$ cat src/rtl/serial_byte_deser.sv
// serial_byte_deser: LSB-first serial-to-parallel deserializer with sync-marker framing and a show-ahead FIFO
//   clk, reset (async, active-high)      clock and reset
//   bit_in, bit_en, sync                 serial bit, bit qualifier, frame-start marker (qualified by bit_en)
//   data_out, data_valid, data_ready     FIFO head word and valid/ready handshake
//   fifo_count                           occupied FIFO entries, 0..FIFO_DEPTH
//   overflow, ovf_clr                    sticky dropped-frame flag and its clear
//   parity_err                           one-cycle pulse on a bad parity bit
// Optional feature: define SERIAL_BYTE_DESER_PARITY_EN to append an even-parity bit to each frame.
module serial_byte_deser #(
    parameter int DATA_W     = 8,
    parameter int FIFO_DEPTH = 4
) (
    input  logic                          clk,
    input  logic                          reset,
    input  logic                          bit_in,
    input  logic                          bit_en,
    input  logic                          sync,
    output logic [DATA_W-1:0]             data_out,
    output logic                          data_valid,
    input  logic                          data_ready,
    output logic [$clog2(FIFO_DEPTH):0]   fifo_count,
    output logic                          overflow,
    input  logic                          ovf_clr,
    output logic                          parity_err
);
    localparam int CW = $clog2(DATA_W);
    localparam int AW = $clog2(FIFO_DEPTH);
    localparam int NW = AW + 1;
    localparam logic [1:0] HUNT = 2'd0;
    localparam logic [1:0] DATA = 2'd1;
`ifdef SERIAL_BYTE_DESER_PARITY_EN
    localparam logic [1:0] PAR  = 2'd2;
    logic perr_q, perr_d;
`endif
    logic [1:0]        state_q, state_d;
    logic [CW-1:0]     cnt_q, cnt_d;
    logic [DATA_W-1:0] shift_q, shift_d;
    logic [DATA_W-1:0] mem_q [FIFO_DEPTH];
    logic [DATA_W-1:0] mem_d [FIFO_DEPTH];
    logic [AW-1:0]     wr_q, wr_d, rd_q, rd_d;
    logic [NW-1:0]     count_q, count_d;
    logic              ovf_q, ovf_d;
    logic              push, do_push, pop, full;

    always_comb begin
        state_d = state_q;
        cnt_d   = cnt_q;
        shift_d = shift_q;
        push    = 1'b0;
`ifdef SERIAL_BYTE_DESER_PARITY_EN
        perr_d  = 1'b0;
`endif
        if (bit_en) begin
            // a sync bit restarts framing from any state, silently dropping a partial frame
            if (sync) begin
                shift_d    = '0;
                shift_d[0] = bit_in;
                cnt_d      = CW'(1);
                state_d    = DATA;
            end else if (state_q == DATA) begin
                shift_d[cnt_q] = bit_in;
                cnt_d          = cnt_q + CW'(1);
                if (cnt_q == CW'(DATA_W - 1)) begin
                    cnt_d = '0;
`ifdef SERIAL_BYTE_DESER_PARITY_EN
                    state_d = PAR;
`else
                    push = 1'b1;
`endif
                end
            end
`ifdef SERIAL_BYTE_DESER_PARITY_EN
            else if (state_q == PAR) begin
                cnt_d   = '0;
                state_d = DATA;
                if (^{shift_q, bit_in})
                    perr_d = 1'b1;
                else
                    push = 1'b1;
            end
`endif
        end
    end

    assign data_valid = count_q != '0;
    assign full       = count_q == NW'(FIFO_DEPTH);
    assign pop        = data_valid && data_ready;
    // a pop in the same cycle frees the slot a push into a full FIFO needs
    assign do_push    = push && (!full || pop);

    always_comb begin
        mem_d = mem_q;
        if (do_push)
            mem_d[wr_q] = shift_d;
        wr_d    = wr_q + AW'(do_push);
        rd_d    = rd_q + AW'(pop);
        count_d = count_q + NW'(do_push) - NW'(pop);
        ovf_d   = (push && !do_push) || (ovf_q && !ovf_clr);
    end

    always_ff @(posedge clk or posedge reset) begin
        if (reset) begin
            state_q <= HUNT;
            cnt_q   <= '0;
            shift_q <= '0;
            mem_q   <= '{default: '0};
            wr_q    <= '0;
            rd_q    <= '0;
            count_q <= '0;
            ovf_q   <= 1'b0;
`ifdef SERIAL_BYTE_DESER_PARITY_EN
            perr_q  <= 1'b0;
`endif
        end else begin
            state_q <= state_d;
            cnt_q   <= cnt_d;
            shift_q <= shift_d;
            mem_q   <= mem_d;
            wr_q    <= wr_d;
            rd_q    <= rd_d;
            count_q <= count_d;
            ovf_q   <= ovf_d;
`ifdef SERIAL_BYTE_DESER_PARITY_EN
            perr_q  <= perr_d;
`endif
        end
    end

    // head is gated so an empty FIFO presents zero rather than stale contents
    assign data_out   = data_valid ? mem_q[rd_q] : '0;
    assign fifo_count = count_q;
    assign overflow   = ovf_q;
`ifdef SERIAL_BYTE_DESER_PARITY_EN
    assign parity_err = perr_q;
`else
    assign parity_err = 1'b0;
`endif
endmodule

$ cat config.mk
export PLATFORM = sky130hd
export DESIGN_NAME = serial_byte_deser
export DESIGN_NICKNAME = d
export VERILOG_FILES = /design/src/rtl/serial_byte_deser.sv
export SDC_FILE = /design/constraint.sdc
export NUM_CORES = 1
export LEC_CHECK = 0
export CORE_ASPECT_RATIO = 1.1
export CORE_MARGIN = 4
export CORE_UTILIZATION = 60
export CTS_BUF_LIST = sky130_fd_sc_hd__clkbuf_8
export DETAILED_ROUTE_END_ITERATION = 16
export PLACE_DENSITY_LB_ADDON = 0.25
export SLEW_MARGIN = 20
export SYNTH_ARGS = -nofsm -noshare
export SYNTH_HDL_FRONTEND = slang
export SYNTH_SLANG_ARGS = --single-unit
$ cat constraint.sdc
create_clock -name clk -period 3.64 [get_ports clk]
set_clock_uncertainty 0.2 [all_clocks]
set_input_delay 0.728 -clock clk [delete_from_list [all_inputs] [get_ports clk]]
set_output_delay 0.728 -clock clk [all_outputs]
set_load 0.03 [all_outputs]
==> flow_metrics.env <==
export IMPL_outcome="complete, no violations"
export IMPL_crit_end="data_out[7]"
export IMPL_rsz0062_at_grt="false"
export IMPL_mappedNetlistArea_um2=2589
export IMPL_synth_async_reset_ratio_pct=100.0
export IMPL_yosys_warnings=0
export IMPL_post_cts_buffers=0
export IMPL_portBuffers=19
export IMPL_p_per_area_nw_per_um2=545.7
export IMPL_setup_violations=0
export IMPL_ys_seq_area_share_pct=50.27
export IMPL_clk_latency_ns=0.30
export IMPL_antenna_found_initial=0
export IMPL_worstPathRequired_ns=2.71
export IMPL_setup_tns_ns=0
export IMPL_p_leak_nw=1.343
export IMPL_use_met3_pct=4.706
export IMPL_cts_buffer_depth=2
export IMPL_path_buf_inv=1
export IMPL_worst_pin_slew_ns=0.6989
export IMPL_period_share_pct=90.41
export IMPL_syn_instance_count=198
export IMPL_worstPathMaxFanout=9
export IMPL_fp_row_count=24
export IMPL_drtAntennaViolNets=0
export IMPL_power_mw=1.604
export IMPL_max_slew_margin_pct=53.06
export IMPL_drt_iter0_drc=121
export IMPL_maxClockFrequency_ghz=0.3039
export IMPL_final_hold_viol_count=0
export IMPL_ys_flop_type="dfrtp_1"
export IMPL_syn_nets=212
export IMPL_grt_overflow_total=0
export IMPL_worstHoldPathType="reg -> reg"
export IMPL_r2r_setup_slack_ns=0.58
export IMPL_cp_num_cells=3
export IMPL_met2_usage_pct=37.64
export IMPL_die_height_um=76.89
export IMPL_antenna_cells=0
export IMPL_cp_end_kind="output port"
export IMPL_dp_hpwl_um=3790
export IMPL_grtUsageMet1_pct=26.75
export IMPL_area_delta_synth_final_pct=13.53
export IMPL_clock_sinks=52
export IMPL_die_area_um2=5431
export IMPL_grt_pass1_wl_um=9066
export IMPL_slowest_delay_ns=0.72
export IMPL_slew_violations=0
export IMPL_cts_clk_slew_worst_paths_ns=0.09
export IMPL_dr_pass1_iters=4
export IMPL_via_per_inst=6.022
export IMPL_cts_buffers=5
export IMPL_h_tree_depth=2
export IMPL_grt_util_all_layers_pct=21.98
export IMPL_num_vias=1656
export IMPL_die_w_um=70.63
export IMPL_grt_pass1_vias=1803
export IMPL_drc_errors=0
export IMPL_r2r_start="cnt_q[1]$_DFFE_PP0P_"
export IMPL_core_area_um2=4054
export IMPL_start_util_pct=63.86
export IMPL_maxCapViolCount=0
export IMPL_crit_chain="mux4_2 -> nor2b_1 -> clkdlybuf4s50_1"
export IMPL_ctsRootBufferMaster="clkbuf_8"
export IMPL_crit_type="reg -> out"
export IMPL_crit_start="rd_q[0]$_DFF_PP0_"
export IMPL_synth_distinct_cells=48
export IMPL_ir_drop_mv=0.3281
export IMPL_ys_seq_elements=52
export IMPL_grt_max_degree=35
export IMPL_synth_edf_count=0
export IMPL_syn_area_per_cell_um2=13.07
export IMPL_crit_arrival_ns=2.36
export IMPL_wl_um=5309
export IMPL_io_pins=21
export IMPL_hold_buffers=0
export IMPL_wire_per_inst_um=19.31
export IMPL_slowest_stage="dfrtp_1"
export IMPL_gp_congestion=0.7830
export IMPL_cts_tree="done"
export IMPL_post_route_min_period_ns=3.291
export IMPL_rr_worst_depth=12
export IMPL_rr_endpoint="fifo_count[2]$_DFF_PP0_"
export IMPL_top_usage_layer="met2"
export IMPL_final_nets=236
export IMPL_drive_gt1_share_pct=26.91
export IMPL_crit_path_start_kind="flop"
export IMPL_cts_resized=0
export IMPL_cp_top_family="flip-flops"
==> Yosys cell counts, drive strengths merged (4+ instances only) <==
cell type,instances,share of area (%)
a21oi,4,0.77
buf,7,1.5
dfrtp,52,50
ha,6,2.9
inv,11,1.6
mux2,24,10
mux4,8,7.0
nand2,10,1.5
nor2,6,0.87
nor2b,13,3.1
nor3,4,2.1
o21ai,6,1.2
==> power breakdown <==
group,internal (mW),switching [mW]
Combinational,0.229,0.242
Clock,0.138,0.193
Sequential,0.665,0.137
Total,1.03,0.572
==> cell type report <==
class / count / area [µm²]
fill: 273 / 1115
timing repair buffer: 25 / 235.2
clock buffer: 5 / 68.82
tap: 52 / 65.06
inverter: 11 / 41.29
sequential: 52 / 1301
multi-input combinational: 127 / 1205
clock inverter: 3 / 22.52
==> stage by stage <==
stage                     setup WS, ns  instance area, µm²  utilization [%]  hold slack [ns]  instances
after global placement          0.4309                2848            70.25           0.2718        267
final                           0.3492                2939            72.50           0.2960        275
after CTS                       0.2928                2939            72.50           0.2980        275
after detailed placement        0.2732                2848            70.25           0.2765        267
after global routing            0.2273                2939            72.50           0.3193        275
after floorplan                 0.7364                2589                -           0.2541        198
==> registers in the layout (all words and copies together) (netlist names) <==
name,flops
shift_q,8
mem_q,32
cnt_q,3
fifo_count,3
wr_q,2
rd_q,2
state_q,1
overflow,1
==> layer usage <==
| layer | part of all wire, % | vias to the layer above |
|---|---|---|
| met2 | 53 | 44 |
| met4 | 2.0 | 0 |
| li1 | - | 763 |
| met5 | 0 | - |
| met3 | 3.6 | 12 |
| met1 | 42 | 837 |
==> logic make-up (layout without fill, tap and decap cells) <==
| group | after synthesis | in the layout | synth area share (%) |
|---|---|---|---|
| buffers and inverters | 19 | 44 | 3.190 |
| other | 1 | 1 | 0.1449 |
| AO/OA/AOI/OAI | 24 | 24 | 6.574 |
| flip-flops | 52 | 52 | 50.27 |
| multiplexers | 35 | 35 | 18.56 |
| XOR/XNOR | 4 | 4 | 1.354 |
| adder cells (fa/ha/maj) | 7 | 7 | 3.673 |
| AND/OR/NAND/NOR | 56 | 56 | 16.24 |
==> worst min path at each step <==
stage	from	depth (start not counted)	endpoint
6_report	shift_q[4]$_DFF_PP0_	1	shift_q[4]$_DFF_PP0_
5_1_grt	shift_q[4]$_DFF_PP0_	1	shift_q[4]$_DFF_PP0_
4_1_cts	shift_q[4]$_DFF_PP0_	1	shift_q[4]$_DFF_PP0_
3_5_place_dp	shift_q[4]$_DFF_PP0_	1	shift_q[4]$_DFF_PP0_
3_3_place_gp	mem_q[20]$_DFFE_PP0P_	1	mem_q[20]$_DFFE_PP0P_
2_1_floorplan	shift_q[4]$_DFF_PP0_	1	shift_q[4]$_DFF_PP0_
==> worst register-to-register path: cells and delay by family (launching register included) <==
kind          cells  cell delay, ns
fa+ha+maj         5            1.21
flops             1            0.56
simple gates      2            0.47
xor+xnor          2            0.37
buf+inv           3            0.17
==> cell usage in the layout, fill, tap and decap left out, drive strengths merged, types with 2 or more instances in the layout <==
master and instances:
clkdlybuf4s50 19, nor3b 3, o22a 3, xor2 2
nor2b 13, nand4b 2, o21ai 6, or2b 2
nor2 6, a21oi 4, inv 12, ha 6
buf 6, dfrtp 52, nor4 2, nor4b 2
mux2 24, nand3 3, o22ai 2, o2bb2ai 2
xnor2 2, mux4 8, nor3 4, clkbuf 5
mux2i 3, nand2 10, a221o 2, clkinv 2
(Power assumes the default switching activity.)
